<file path="config.mk">
export PLATFORM = sky130hd
export DESIGN_NAME = calc_op_encoder
export DESIGN_NICKNAME = d
export VERILOG_FILES = /design/src/rtl/calc_op_encoder.sv
export SDC_FILE = /design/constraint.sdc
export NUM_CORES = 1
export LEC_CHECK = 0
export ABC_AREA = 1
export CAP_MARGIN = 20
export CORE_MARGIN = 10
export CORE_UTILIZATION = 30
export CTS_CLUSTER_SIZE = 14
export DETAILED_ROUTE_END_ITERATION = 6
export GPL_TIMING_DRIVEN = 0
export PLACE_DENSITY = 0.54
export SYNTH_ARGS = -nofsm -noshare
export SYNTH_HDL_FRONTEND = slang
export SYNTH_SLANG_ARGS = --single-unit
</file>
<file path="constraint.sdc">
create_clock -name clk -period 3.5 [get_ports clk]
set_input_delay 0.35 -clock clk [delete_from_list [all_inputs] [get_ports clk]]
set_output_delay 0.35 -clock clk [all_outputs]
set_load 0.05 [all_outputs]
</file>
<file path="src/rtl/calc_op_encoder.sv">
// calc_op_encoder
//   Synchronises and debounces the calculator push-buttons and captures one
//   4-bit ALU opcode per debounced press of the enter button (btnd). The
//   opcode is offered downstream on a valid/ready handshake.
//
//   Optional feature macro: CALC_ENC_BANK_EN
//     defined   : debounced rising edges of btnu toggle the opcode bank.
//                 Bank 1 opcodes are {1, l, c, r}.
//     undefined : btnu is ignored, bank is tied to 0.
//
//   Parameters
//     DEB_CYCLES  (>=1) stable cycles before a debounced level changes
//     SYNC_STAGES (>=2) synchroniser flops per button
//
//   Ports
//     clk, rst             clock, synchronous active-high reset
//     btnl, btnc, btnr     raw opcode select buttons
//     btnd                 raw enter button
//     btnu                 raw bank button (bank feature only)
//     op_ready             downstream accepts the opcode
//     alu_op               captured opcode, stable while op_valid
//     op_valid             opcode available
//     bank                 current opcode bank
module calc_op_encoder #(
    parameter int unsigned DEB_CYCLES  = 16,
    parameter int unsigned SYNC_STAGES = 2
) (
    input  logic       clk,
    input  logic       rst,
    input  logic       btnl,
    input  logic       btnc,
    input  logic       btnr,
    input  logic       btnd,
    input  logic       btnu,
    input  logic       op_ready,
    output logic [3:0] alu_op,
    output logic       op_valid,
    output logic       bank
);

`ifdef CALC_ENC_BANK_EN
    localparam int unsigned NBTN = 5;
`else
    localparam int unsigned NBTN = 4;
`endif

    localparam int unsigned B_L = 0;
    localparam int unsigned B_C = 1;
    localparam int unsigned B_R = 2;
    localparam int unsigned B_D = 3;

    localparam int unsigned CW = $clog2(DEB_CYCLES + 1);
    localparam logic [CW-1:0] CNT_LAST = CW'(DEB_CYCLES - 1);

    typedef enum logic [1:0] {
        IDLE,
        PEND,
        HOLD
    } state_t;

    logic [NBTN-1:0] btn_raw;
    logic [NBTN-1:0] sync_q [SYNC_STAGES];
    logic [NBTN-1:0] btn_sync;
    logic [NBTN-1:0] deb_q;
    logic [CW-1:0]   deb_cnt [NBTN];

    state_t     state_q;
    state_t     state_d;
    logic       capture;
    logic [3:0] alu_op_q;
    logic       bank_cur;

`ifdef CALC_ENC_BANK_EN
    localparam int unsigned B_U = 4;
    assign btn_raw = {btnu, btnd, btnr, btnc, btnl};
`else
    logic unused_btnu;
    assign unused_btnu = btnu;
    assign btn_raw     = {btnd, btnr, btnc, btnl};
`endif

    // Synchroniser chain: stage 0 samples the raw pins.
    always_ff @(posedge clk) begin
        if (rst) begin
            for (int unsigned i = 0; i < SYNC_STAGES; i++) begin
                sync_q[i] <= '0;
            end
        end else begin
            sync_q[0] <= btn_raw;
            for (int unsigned i = 1; i < SYNC_STAGES; i++) begin
                sync_q[i] <= sync_q[i-1];
            end
        end
    end

    assign btn_sync = sync_q[SYNC_STAGES-1];

    // Debouncer: any agreement with the current level restarts the count;
    // the level flips on the edge the count would reach DEB_CYCLES.
    always_ff @(posedge clk) begin
        if (rst) begin
            deb_q <= '0;
            for (int unsigned b = 0; b < NBTN; b++) begin
                deb_cnt[b] <= '0;
            end
        end else begin
            for (int unsigned b = 0; b < NBTN; b++) begin
                if (btn_sync[b] == deb_q[b]) begin
                    deb_cnt[b] <= '0;
                end else if (deb_cnt[b] == CNT_LAST) begin
                    deb_q[b]   <= btn_sync[b];
                    deb_cnt[b] <= '0;
                end else begin
                    deb_cnt[b] <= deb_cnt[b] + CW'(1);
                end
            end
        end
    end

`ifdef CALC_ENC_BANK_EN
    logic bank_q;
    logic bank_toggle;

    // Toggle on the same edge the debounced btnu rises; a capture on that
    // edge still reads the old bank_q.
    assign bank_toggle = ~deb_q[B_U] & btn_sync[B_U] & (deb_cnt[B_U] == CNT_LAST);

    always_ff @(posedge clk) begin
        if (rst) begin
            bank_q <= 1'b0;
        end else if (bank_toggle) begin
            bank_q <= ~bank_q;
        end
    end

    assign bank_cur = bank_q;
`else
    assign bank_cur = 1'b0;
`endif

    function automatic logic [3:0] encode(input logic bank_sel, input logic [2:0] lcr);
        logic [3:0] op;
        if (bank_sel) begin
            op = {1'b1, lcr};
        end else begin
            case (lcr)
                3'b000:  op = 4'b0000;
                3'b001:  op = 4'b0001;
                3'b010:  op = 4'b0010;
                3'b011:  op = 4'b0110;
                3'b100:  op = 4'b0100;
                3'b101:  op = 4'b1001;
                3'b110:  op = 4'b1010;
                default: op = 4'b0101;
            endcase
        end
        return op;
    endfunction

    always_comb begin
        state_d = state_q;
        capture = 1'b0;
        case (state_q)
            IDLE: begin
                if (deb_q[B_D]) begin
                    capture = 1'b1;
                    state_d = PEND;
                end
            end
            PEND: begin
                if (op_ready) begin
                    state_d = deb_q[B_D] ? HOLD : IDLE;
                end
            end
            HOLD: begin
                if (!deb_q[B_D]) begin
                    state_d = IDLE;
                end
            end
            default: state_d = IDLE;
        endcase
    end

    always_ff @(posedge clk) begin
        if (rst) begin
            state_q  <= IDLE;
            alu_op_q <= '0;
        end else begin
            state_q <= state_d;
            if (capture) begin
                alu_op_q <= encode(bank_cur, {deb_q[B_L], deb_q[B_C], deb_q[B_R]});
            end
        end
    end

    assign alu_op   = alu_op_q;
    assign op_valid = (state_q == PEND);
    assign bank     = bank_cur;

endmodule
</file>
# After elaboration in Yosys (flattened, before gate mapping)
# Memory sizes are Yosys's and may differ from the RTL's.
# Index checks and enable logic that the tools add are counted.
dict set report totals {
  ff_bits 10
  mem_bits_rw 28
  word_cells 125
  memories 2
}
# name depth width rd rd_clocked_by_memory_dff wr line
set mem_list {}
lappend mem_list {deb_cnt 4 5 4 0 4 65} ;# logic [CW-1:0] deb_cnt [NBTN];
lappend mem_list {sync_q 2 4 2 0 2 62} ;# logic [NBTN-1:0] sync_q [SYNC_STAGES];
dict set report op_classes {
  n_addsub 4
  n_eq_ne 19
  mux 69
  n_bitwise 18
  n_reduce_logical 7
}
# cell count
set op_table {}
lappend op_table {{$mux 5} 12}
lappend op_table {{$mux 1} 49}
lappend op_table {{$pmux 4 s7} 1}
lappend op_table {{$add 5x1->5 const B} 4}
lappend op_table {{$eq 5x4->1 const B} 4}
lappend op_table {{$or 1x1->1} 14}
lappend op_table {{$eq 3x3->1 const B} 3}
lappend op_table {{$mux 2} 4}
lappend op_table {{$mux 4} 2}
lappend op_table {{$reduce_and 2->1} 4}
lappend op_table {{$eq 3x2->1 const B} 2}
lappend op_table {{$ne 2x2->1 const B} 3}
lappend op_table {{$pmux 2 s3} 1}
lappend op_table {{$eq 1x1->1} 4}
lappend op_table {{$not 1->1} 4}
lappend op_table {{$eq 3x1->1 const B} 1}
lappend op_table {{$logic_not 3->1} 1}
lappend op_table {{$reduce_and 3->1} 1}
lappend op_table {{$eq 2x1->1 const B} 1}
lappend op_table {{$eq 2x2->1 const B} 1}
lappend op_table {{$logic_not 2->1} 1}

# Depth between registers and ports, before layout
# Gate-level depths: netlist (run 1).
# An unclocked memory read counts as a cell.
dict set report depth {
  ltp_word 8
  mapped_depth 7
  depth_no_buf 7
}

# Worst setup path after synthesis (run 1)
# Ideal clock, no wire load.
dict set report synth_timing {
  path_kind {reg-to-reg}
  start {memory deb_cnt[1][0] (netlist bit)}
  end {memory deb_cnt[1][0] (netlist bit) (data pin)}
  arrival_time_ps 1337
  required_time_ps 3358
  setup_slack_ps 2021
  path_stages_with_launch 7
  n_path_buf 0
  synth_period_minus_slack_ps 1479
  path_cell_list {edfxtp_1 ha_1 and3_1 ha_1 a21oi_1 o211ai_1 nor2_1}
}
# element line
set synth_rtl {}
lappend synth_rtl {{start, declared} 65}

# Worst setup path in the final report (run 1)
dict set report layout_timing {
  start {register state_q[1]}
  end {output port op_valid}
}
dict set report layout_via {
  elab_chain_cells 1
}
# element line
set layout_lines {}
lappend layout_lines {{start, declared} 67} ;# state_t state_q;
lappend layout_lines {{start signal, assigned} 189} ;# state_q <= state_d;
lappend layout_lines {{$eq 2x1->1} 197} ;# assign op_valid = (state_q == PEND);
lappend layout_lines {{end, declared} 37} ;# output logic op_valid,
# No other way between the ends.

==> results, run 1 <==
- The start point of the worst hold path is sync_q[0][1]$_SDFF_PP0_.
- Counting the buffers created by CTS gives 5.
- The number of buffers and inverters on the critical path is 3.
- The remaining design rule violation count is 0.
- The critical path is of the flop to primary output type.
- The fmax is 509 MHz.
- In this run the tightest slew margin relative to its limit is 0.668.
- The cell that appears most often on the critical path is sky130_fd_sc_hd__inv_1.
- The count of input and output buffers is 11.
- Clock-pin slew was measured on the worst setup and hold paths at 0.08 ns.
- The stage delay of the slowest cell on the critical path is 0.79 ns.
- The synthesized area per cell is 9.43 um2.
- The max capacitance violation total is 0.
- The smallest hold slack is 0.405 ns.
- After detailed routing, the number of vias per cell comes to 3.85.
- The largest net degree at the start of global routing is 13.
- The setup total negative slack is 0 ns.
- For the worst-skew pair, the clock arrives at the later sink with an insertion delay of 0.29 ns.
- Of the total synthesized cell area, the portion taken by full adders, half adders and majority gates is 0.0597.
- The minimum setup slack after placement is 1.84 ns.
- The cell family contributing the most delay on the critical path is buffers and inverters.
- The register area share after synthesis is 0.573.
- The total number of vias is 1,108.
- The number of primary I/O pins is 14.
- The first global-routing pass estimated 4420 um of wire.
- For this run, the share of the core covered by cells in the final layout is 0.376.
- The detailed placement HPWL is between 1500 and 2000 um.
- Counting flops with a built-in enable in the synthesized netlist gives 20.
- Measured in cells, the most critical reg-to-reg path has a length of 6.
- Of the total synthesized cell area, the portion taken by AND, OR, NAND and NOR gates is 0.163.
- The number of antenna diodes in the final layout is 0.
- STA puts the critical path data arrival time at approximately 1.6 ns.
- The CTS tree is built.
- The number of failing setup endpoints in the final timing report is 0.
- Data on the critical path is required at its endpoint by 3.15 ns.
- The CTS sink count is 38.
- The clock passes through at most 2 buffers.
- The library cell used most frequently in the layout, excluding fill and tap cells, is sky130_fd_sc_hd__nor2_1.
- The initial standard-cell utilization of the core is 0.307.
- The sum of internal, switching and leakage power is 905 uW.
- The number of standard cells in the final layout excluding fillers is 288.
- The count of pins over their slew limit came to 0.
- Summing all placed instances gives a cell area of 1950 um2.
- The post-cts sizing count is 0.
- The die is 94.8 um wide.
- Summing every instance area after synthesis gives 1680 um2.
- The sum of overflow across all layers after global routing is 0.
- The critical-path maximum fanout is 3.
- The met3 global-route usage is 0.0262.
- The final cycle utilization of the critical path is 0.562.
- The launching point of the worst reg2reg path is deb_cnt[1][0]$_SDFFCE_PN0P_.
- The die covers about 9000 um2.
- The level count of the clock H-tree is 2.
- The worst setup path is captured at a primary output.
- The y dimension of the die is ~95 um.
- Yosys mapped the design onto 22 distinct sky130hd cell types.
- The combinational family with the most area after synthesis is simple AND/OR/NAND/NOR gates.
- After routing the design area is 2060 um2.
- For this run, the leading register cell type out of synthesis is sky130_fd_sc_hd__edfxtp_1.
- In the final layout, the share of cells above drive strength 1 is 0.0741.
- The startpoint kind of the worst setup timing path is a flop.
- In the global route stage, overall resource usage came out at 0.0642.
- In this run, synthesis produced a sequential element count of 38.
- The number of cell rows is 27.
- For this run, the post-layout net count is between 200 and 250.
- The first routing iteration left 43 violations.
- The setup fix buffers added after clock tree synthesis is 0.
- The post-synthesis instance total is 178.
- On the critical path, the stage with the largest delay is an instance of sky130_fd_sc_hd__clkdlybuf4s50_1.
- Compared with the post-synthesis result, the final layout area differs by 22.7%.
- Of the post-synthesis cell area, the part taken by muxes is 0.
- Dividing total power by cell area gives a power density of 440 nW/um2.
- The global routing stage identified its most utilized layer as met2.
- The detail route stage leaves a number of antenna-violating nets equal to 0.
- Walking the worst path, the cells encountered are inv_1 -> nand2_1 -> inv_1 -> clkdlybuf4s50_1.
- The number of detailed-routing iterations run before antenna repair is 4.
- CTS placed an instance of sky130_fd_sc_hd__clkbuf_8 at the clock tree root.
- The final count of hold timing violations was 0.
- The destination of the worst hold path is sync_q[0][5]$_SDFF_PP0_.
- The endpoint of the lowest-slack register-to-register path is deb_cnt[1][4]$_SDFFCE_PN0P_.
- The compound-cell area share of the yosys netlist came to 0.0723.
- For the pin with the worst max-slew slack, the measured transition is 0.497 ns.
- The met1 capacity usage during global routing is 0.0742.
- The worst-case IR drop observed on VDD is ~0.00013 V.
- The run finished with clean final reports.
- After synthesis, the share of flip-flops with an asynchronous set or reset is 0.
- The quantity of hold-fixing buffers added after cts is 0.
- The wire length per cell is 8.57 um.
- The leakage dissipation is 0.923 nW.
- The depth of the worst hold-timing path is 2.
- Across all register-to-register paths, the minimum setup slack is 1.84 ns.
- The core area is around 5500 um2.
- The clock skew is 0.00748 ns.
- The path class of the lowest-slack min-delay path is flop to flop.
- Yosys printed 0 warnings.
- The cell count after placement is 280.
- The number of global-route vias before repair is ~1,000.
- After layout, the worst setup slack is approximately 1.5 ns.
- The total wire length after detailed routing is 2470 um.
- The number of antenna violations at the first check in global routing came to 0.
- For this run, global-route usage on met2 was measured as 0.0915.
- Of the total synthesized cell area, the portion taken by XOR and XNOR cells is 0.0418.
- The final weighted congestion in routability-driven placement is 0.719.
- Leaving out fill and tap cells, the most frequent cells in the layout are sky130_fd_sc_hd__nor2_1 (36), sky130_fd_sc_hd__inv_1 (33), sky130_fd_sc_hd__conb_1 (21).
- Setup repair after global routing left no endpoint under its margin.
- The time the final worst path needs with I/O delays and setup is just under 2 ns.
[logic make-up after synthesis]
group,after synthesis
compound gates,21
xor+xnor,8
fa+ha+maj,8
buf+inv,36
flops,38
other cells,2
simple gates,65
[worst max-delay path by stage]
stage | cells after the start | end | slack [ns] | from
finish | 4 | op_valid | 1.53 | state_q[1]$_SDFFE_PP0P_
global route | 4 | op_valid | 1.46 | state_q[1]$_SDFFE_PP0P_
CTS | 4 | op_valid | 1.50 | state_q[1]$_SDFFE_PP0P_
detailed placement | 4 | op_valid | 1.84 | state_q[1]$_SDFFE_PP0P_
global placement | 4 | op_valid | 1.84 | state_q[1]$_SDFFE_PP0P_
floorplan | 6 | deb_cnt[1][0]$_SDFFCE_PN0P_ | 2.02 | deb_cnt[1][0]$_SDFFCE_PN0P_
[cell usage after synthesis (all sizes together) (4+ instances only)]
master,n,area share
a21oi,13,0.041
nand3,6,0.021
nor2,36,0.081
inv,33,0.074
xor2,4,0.021
dfxtp,18,0.21
ha,8,0.060
edfxtp,20,0.36
xnor2,4,0.021
nand2,18,0.043
o21ai,5,0.015
[where the power goes]
group	internal, mW	switching (mW)
clock network	0.210	0.156
registers	0.484	0.00893
logic	0.0196	0.0261
total	0.713	0.192
[worst register-to-register path, cell delays in order (launching register included)]
cell	delay, ns
sky130_fd_sc_hd__edfxtp_1	0.42
sky130_fd_sc_hd__ha_1	0.24
sky130_fd_sc_hd__and3_1	0.19
sky130_fd_sc_hd__ha_1	0.20
sky130_fd_sc_hd__a21oi_1	0.12
sky130_fd_sc_hd__o211ai_1	0.20
sky130_fd_sc_hd__nor2_1	0.14
[flip-flops by register name, indices dropped and copies added, names as in the netlist]
register / count
deb_cnt: 20
sync_q: 8
alu_op: 4
deb_q: 4
state_q: 2
[routing by layer]
layer,up-vias,share of wire
li1,615,-
met1,470,0.51
met2,16,0.40
met3,7,0.054
met4,0,0.033
met5,-,0
[area by class of cell]
type	count	area (um2)
Inverter	33	124
Timing Repair Buffer	11	110
Clock buffer	5	68.8
Sequential cell	38	961
Multi-Input combinational cell	123	644
Buffer	3	20.0
Tap cell	72	90.1
Clock inverter	3	40.0
Fill cell	593	3410
Note: power is estimated with default switching activity, not from simulation.
==> run 2, diff against run 1 <==
==> constraint.sdc (replaced) <==
create_clock -name clk -period 1.85 [get_ports clk]
set_input_delay 0.185 -clock clk [delete_from_list [all_inputs] [get_ports clk]]
set_output_delay 0.185 -clock clk [all_outputs]
set_load 0.05 [all_outputs]
==> run 2 against run 1 <==
Combinational power grew 89%. First-iteration DRC count stayed put. Clock power is 89% higher. Worst setup slack got worse by 1.3 ns. Critical path depth is 2 higher. Global-route usage unchanged. Cell area is 0.12% higher. Non-clock buffer count unchanged. Final cell count did not move. Register-to-register slack lost 1.7 ns. Wire length about the same. Clock skew stayed put. Critical path type is now flop to flop. Largest cell class unchanged. Highest routed layer unchanged.
==> results, run 2 (synthesis gave the netlist of run 1 again) <==
- The overall die area is 8980 um2 (unchanged).
- Of the available clock period, the critical path in the final layout requires 0.899.
- The overall global routing resource usage was 0.0642 (unchanged).
- The CTS tree is built.
- The via density per instance came to 3.85 (unchanged).
- The y dimension of the die is 94.8 um (unchanged).
- The largest register by flop count is deb_cnt.
- The worst setup path category is flop to flop.
- The share of layout cells above drive strength 1 is 0.0741 (unchanged).
- The endpoint class of the critical path is a flop.
- Derived from the worst setup path, the maximum achievable clock frequency is roughly 600 MHz.
- The max-slew headroom at the worst pin is 0.663 (-0.00494).
- The clock-pin slew on the worst setup and hold paths came to 0.07 ns (about the same).
- The final weighted congestion in routability-driven placement was 0.719 (unchanged).
- The path with the worst hold slack has its endpoint at sync_q[0][0]$_SDFF_PP0_.
- The startpoint identified for the worst hold timing path is btnl.
- The count of nets after finishing is 231 (unchanged).
- The number of detailed-routing iterations run before antenna repair was 4 (unchanged).
- The largest net degree at the start of global routing is 13 (unchanged).
- The total wire length after detailed routing is 2470 um (about the same).
- Broken down by cell family, the worst path's largest delay share belongs to adder cells.
- The clock skew came to 0.00748 ns (unchanged).
- The cell that appears most often on the critical path is sky130_fd_sc_hd__ha_1.
- Compared with the post-synthesis result, the final layout area differs by 22.8%.
- The time the final worst path needs with I/O delays and setup is 1.66 ns.
- The number of antenna cells inserted is 0 (unchanged).
- The number of routed nets with antenna violations is 0 (unchanged).
- The worst setup path is launched from a flop.
- The final count of hold timing violations is 0 (unchanged).
- The initial standard-cell utilization of the core is 0.307 (unchanged).
- The flow ran to the end, and the final reports show no timing, DRC or antenna violations.
- The combined buffer and inverter count along the critical path was 0 (-3).
- The count of pins over their slew limit is 0 (unchanged).
- The CTS sink count was 38 (unchanged).
- The required time of the worst setup path is 1.99 ns (-1.16 ns).
- The number of failing setup endpoints in the final timing report was 0 (unchanged).
- The launching point of the worst reg2reg path is deb_cnt[1][0]$_SDFFCE_PN0P_.
- The wire length per cell is 8.57 um (about the same).
- The root buffer cell chosen for the clock tree is sky130_fd_sc_hd__clkbuf_8.
- The worst register-to-register path ends at deb_cnt[1][4]$_SDFFCE_PN0P_.
- The detailed placement HPWL is 1800 um (unchanged).
- The number of flip-flops in the largest register is 20 (unchanged).
- The signal on the critical path passes through ha_1 -> and3_1 -> ha_1 -> a21oi_1 -> o211ai_1 -> nor2_1.
- The ratio of total power to cell area is 831 nW/um2 (+89%).
- The sum of overflow across all layers after global routing is 0 (unchanged).
- The number of cell rows is 27 (unchanged).
- The core area is 5470 um2 (unchanged).
- The largest individual stage delay along the critical path comes from the cell sky130_fd_sc_hd__edfxtp_1.
- The remaining design rule violation count is 0 (unchanged).
- The critical-path maximum fanout was 5 (+2).
- The data arrival time of the critical path was 1.81 ns (+0.19 ns).
- The worst-skew pair later-pin latency is 0.29 ns (about the same).
- Setup repair after global routing left no endpoint under its margin.
- The number of cells traversed by the worst register-to-register path came to 6 (unchanged).
- The level count of the clock H-tree is 2 (unchanged).
- The commonest non-fill, non-tap cell in the layout is sky130_fd_sc_hd__nor2_1.
- The tightest min-delay check is of the input pin to flop type.
- The total number of vias is 1,108 (unchanged).
- The violation count after the first detailed-route iteration was 43 (unchanged).
- The setup total negative slack is 0 ns (unchanged).
- The number of global-route vias before repair is 1,049 (unchanged).
- The buffer depth of the longest clock path was 2 (unchanged).
- The number of primary I/O pins is 14 (unchanged).
- The stage delay of the slowest cell on the critical path is 0.42 ns (-0.37 ns).
- The count of input and output buffers is 11 (unchanged).
- The top cell types in the final layout, fill and taps aside, are sky130_fd_sc_hd__nor2_1 (36), sky130_fd_sc_hd__inv_1 (33), sky130_fd_sc_hd__conb_1 (21).
- The largest registers in the layout are deb_cnt: 20 flops, sync_q: 8 flops.
- The number of antenna violations at the first check in global routing came to 0 (unchanged).
- The sum of internal, switching and leakage power is 1.71 mW (+89%).
- The slew at the pin closest to its max-slew limit was 0.505 ns (+0.00814 ns).
- The first-pass GRT wire length is 4420 um (unchanged).
- The layout filler cell count is 592 (-0.17%).
- The depth of the worst hold-timing path is 3 (+1).
- The highest ir drop seen on vdd is 0.000254 V (+89%).
- The die outline width is 94.8 um (unchanged).
- The leakage dissipation is 0.942 nW (+2.0%).
- The quantity of hold-fixing buffers added after cts came to 0 (unchanged).
- The launching element of the worst setup path is deb_cnt[1][0]$_SDFFCE_PN0P_.
- The worst reg-to-reg setup slack is 0.19 ns (-1.65 ns).
- The max capacitance violation total was 0 (unchanged).
- The number of buffers created by CTS is 5 (unchanged).
==> run 2: worst min-delay path: cells and delay by family <==
kind	cells	cell delay, ns
buffers and inverters	2	0.44
and+or+nand+nor	1	0.03
==> run 2: how the worst max path moves through the flow <==
stage,end,slack (ns),cells past startpoint
after floorplan,deb_cnt[1][0]$_SDFFCE_PN0P_,0.37,6
after global placement,deb_cnt[1][3]$_SDFFCE_PN0P_,0.22,6
after detailed placement,deb_cnt[1][4]$_SDFFCE_PN0P_,0.20,6
after CTS,op_valid,0.01,4
after global routing,deb_cnt[1][1]$_SDFFCE_PN0P_,0.04,6
final,deb_cnt[1][4]$_SDFFCE_PN0P_,0.19,6
==> run 2: timing repair <==
action	4_1_cts	5_1_grt
buffers inserted	0	0
setup endpoints to repair	0	1
resized for setup	0	1
==> run 2: area by class of cell <==
cell class / instances / area, um2 / area share
Buffer: 3 / 20.0 / 0.00971
Clock buffer: 5 / 68.8 / 0.0334
Clock inverter: 3 / 40.0 / 0.0194
Inverter: 33 / 124 / 0.0601
Multi-Input combinational cell: 123 / 644 / 0.313
Sequential cell: 38 / 961 / 0.466
Tap cell: 72 / 90.1 / 0.0437
Timing Repair Buffer: 11 / 113 / 0.0546
==> run 2: metrics by stage <==
stage	area (um2)	worst slack, ns	cells	utilization	hold WS (ns)
after floorplan	1750	0.371	197	-	0.292
after global placement	1950	0.217	280	0.356	0.395
after detailed placement	1950	0.196	280	0.356	0.396
after CTS	2060	0.0118	288	0.376	0.394
after global routing	2060	0.0417	288	0.377	0.412
final	2060	0.186	288	0.377	0.404
==> run 2: power breakdown <==
part           leakage (nW)  switching (mW)  internal, mW
clock network        0.0579           0.296         0.397
registers             0.353          0.0169         0.915
logic                 0.531          0.0494        0.0371
==> run 2: routing by layer <==
layer | vias up | track usage | share of wire
li1 | 615 | - | -
met1 | 470 | 0.0742 | 0.51
met2 | 16 | 0.0915 | 0.40
met3 | 7 | 0.0262 | 0.053
met4 | 0 | 0.0524 | 0.033
met5 | - | 0 | 0
==> run 3, diff against run 2 <==
--- a/config.mk
+++ b/config.mk
@@ -11,7 +11,6 @@
 export CORE_UTILIZATION = 30
 export CTS_CLUSTER_SIZE = 14
 export DETAILED_ROUTE_END_ITERATION = 6
-export GPL_TIMING_DRIVEN = 0
 export PLACE_DENSITY = 0.54
 export SYNTH_ARGS = -nofsm -noshare
 export SYNTH_HDL_FRONTEND = slang
==> run 3 against run 2 <==
Clock-buffer cell count grew 2. Largest cell class unchanged. Worst setup slack gained 0.052 ns. Combinational power shrank 1%. Clock skew is essentially flat. Wire length shrank 0.61%.
==> results, run 3 (synthesis gave the netlist of run 1 again) <==
- The stage delay of the slowest cell on the critical path is 0.80 ns (+0.38 ns).
- The count of nets after finishing came to 230 (-0.43%).
- The number of flip-flops in the largest register is 20 (unchanged).
- The overall global routing resource usage was 0.0613 (-0.00291).
- The remaining design rule violation count is 0 (unchanged).
- The reported net switching power is 339 uW (-6.5%).
- The number of cell rows is 27 (unchanged).
- The leakage dissipation is 0.915 nW (-2.8%).
- The first-pass GRT wire length is 4260 um (-3.4%).
- The total number of vias is 1,122 (+1.3%).
- The combined buffer and inverter count along the critical path came to 1 (+1).
- The fmax is 620 MHz (+3.2%).
- The wire length per cell came to 8.55 um (-0.26%).
- The setup total negative slack is 0 ns (unchanged).
- The count of input and output buffers was 11 (unchanged).
- The critical-path maximum fanout is 2 (-3).
- The top cell types in the final layout, fill and taps aside, are sky130_fd_sc_hd__nor2_1 (36), sky130_fd_sc_hd__inv_1 (33), sky130_fd_sc_hd__conb_1 (21).
- The final core area utilization came to 0.374 (-0.00229).
- The minimum setup slack after placement came to 0.207 ns (+0.0112 ns).
- The number of buffers created by CTS was 5 (unchanged).
- The initial standard-cell utilization of the core was 0.307 (unchanged).
- The die outline width is 94.8 um (unchanged).
- The startpoint kind of the worst setup timing path is a flop.
- The endpoint class of the critical path is a primary output.
- The highest ir drop seen on vdd is 0.000356 V (+40%).
- The time the final worst path needs with I/O delays and setup was 1.61 ns (-0.0523 ns).
- The area used by sequential logic in the layout is 961 um2 (unchanged).
- The number of failing setup endpoints in the final timing report is 0 (unchanged).
- The CTS tree is built.
- The core area is 5470 um2 (unchanged).
- The share of total power consumed by net switching is 0.200 (-0.0117).
- The cell count after placement is 279 (-0.36%).
- The worst-skew pair later-pin latency is 0.28 ns (about the same).
- On the critical path, the stage with the largest delay is an instance of sky130_fd_sc_hd__clkdlybuf4s50_1.
- The number of primary I/O pins is 14 (unchanged).
- The number of antenna cells inserted is 0 (unchanged).
- The buffer depth of the longest clock path is 2 (unchanged).
- The largest net degree at the start of global routing came to 12 (-1).
- The final count of hold timing violations is 0 (unchanged).
- The number of routed nets with antenna violations is 0 (unchanged).
- The count of pins over their slew limit came to 0 (unchanged).
- The post-route standard cell area excluding fillers is 2050 um2 (-0.61%).
- The number of antenna violations at the first check in global routing is 0 (unchanged).
- The root buffer cell chosen for the clock tree is sky130_fd_sc_hd__clkbuf_8.
- The largest registers in the layout are deb_cnt: 20 flops, sync_q: 8 flops.
- The share of layout cells above drive strength 1 is 0.0651 (-0.00896).
- The sum of overflow across all layers after global routing is 0 (unchanged).
- The post-cts sizing count is 0 (unchanged).
- The layout filler cell count is 566 (-4.4%).
- The overall die area came to 8980 um2 (unchanged).
- The final weighted congestion in routability-driven placement was 0.697 (-3.1%).
- The commonest non-fill, non-tap cell in the layout is sky130_fd_sc_hd__nor2_1.
- The flow ran to the end, and the final reports show no timing, DRC or antenna violations.
- The critical path goes through clkdlybuf4s50_1.
- The y dimension of the die is 94.8 um (unchanged).
- The tightest min-delay check is of the flop to flop type.
- The level count of the clock H-tree is 2 (unchanged).
- The quantity of hold-fixing buffers added after cts was 0 (unchanged).
- Setup repair after global routing left no endpoint under its margin.
- The data arrival time of the critical path came to 1.43 ns (-0.38 ns).
- The max capacitance violation total is 0 (unchanged).
- The setup fix buffers added after clock tree synthesis was 0 (unchanged).
- The share of power burned in the clock network came to 0.399 (-0.006).
- The ratio of total power to cell area came to 827 nW/um2 (-0.41%).
- The largest delay contributor family on the critical path is buffers and inverters.
- The clock skew came to 0.00792 ns (+0.000444 ns).
- The max-slew headroom at the worst pin is 0.669 (+0.00598).
- The minimum setup slack in the final design is 0.238 ns (+0.0523 ns).
- The clock-pin slew on the worst setup and hold paths is 0.07 ns (about the same).
- The multi-input gate area in the final layout is 644 um2 (unchanged).
- The via density per instance is 3.91 (+1.6%).
- The final cycle utilization of the critical path is 0.871 (-0.0283).
- The total wire length after detailed routing is 2450 um (-0.61%).
- The largest register by flop count is deb_cnt.
- The placed standard-cell area came to 1940 um2 (-0.39%).
- The number of standard cells in the final layout excluding fillers came to 287 (-0.35%).
- The CTS sink count is 38 (unchanged).
- The number of detailed-routing iterations run before antenna repair was 3 (-1).
- The slew at the pin closest to its max-slew limit is 0.496 ns (-0.00969 ns).
- The internal power summed over all cells is 1.36 mW (+0.46%).
- The detailed placement HPWL is 1850 um (+3.1%).
- The violation count after the first detailed-route iteration was 30 (-30%).
- The worst setup path category is flop to primary output.
- The synthesis-to-finish area growth is 22.1%.
- The number of global-route vias before repair came to 1,022 (-2.6%).
- The required time of the worst setup path is 1.66 ns (-0.33 ns).
- The part of the total power dissipated in sequential elements is 0.551 (+0.006).
- The portion of total power attributed to combinational logic was 0.051 (about the same).
run 3: layout make-up:
| class | instances | share of cell area |
|---|---|---|
| Clock buffer | 7 | 0.0373 |
| Clock inverter | 1 | 0.0147 |
| Inverter | 33 | 0.0605 |
| Multi-Input combinational cell | 123 | 0.315 |
| Sequential cell | 38 | 0.469 |
| Tap cell | 72 | 0.0440 |
| Timing Repair Buffer | 13 | 0.0599 |
run 3: final timing paths:
kind / depth (start not counted) / endpoint / startpoint / slack (ns)
setup / recovery: 1 / alu_op[1] / alu_op[1]$_SDFFE_PP0P_ / 0.24
hold / removal: 2 / sync_q[0][5]$_SDFF_PP0_ / sync_q[0][1]$_SDFF_PP0_ / 0.40
setup reg to reg: 6 / deb_cnt[1][0]$_SDFFCE_PN0P_ / deb_cnt[1][0]$_SDFFCE_PN0P_ / 0.24
hold reg to reg: 2 / sync_q[0][5]$_SDFF_PP0_ / sync_q[0][1]$_SDFF_PP0_ / 0.40
run 3: metrics by stage:
| stage | hold WS (ns) | total power [mW] |
|---|---|---|
| after global placement | 0.391 | 1.04 |
| final | 0.395 | 1.69 |
| after global routing | 0.414 | 1.78 |
| after floorplan | 0.292 | 1.01 |
| after CTS | 0.397 | 1.72 |
| after detailed placement | 0.394 | 1.04 |
run 3: power groups by stage:
| stage | sequential, mW | combinational, mW | clock [mW] |
|---|---|---|---|
| CTS | 0.933 | 0.0869 | 0.703 |
| global route | 0.937 | 0.101 | 0.740 |
| global placement | 0.952 | 0.0858 | 0 |
| detailed placement | 0.952 | 0.0865 | 0 |
| finish | 0.933 | 0.0856 | 0.676 |
| floorplan | 0.950 | 0.0599 | 0 |
run 3: routing by layer:
metal	wire, um	vias to the layer above	GRT usage
met1	1260	486	0.0706
li1	-	614	-
met4	83	0	0.0524
met5	0	-	0
met3	112	5	0.0214
met2	998	17	0.0892
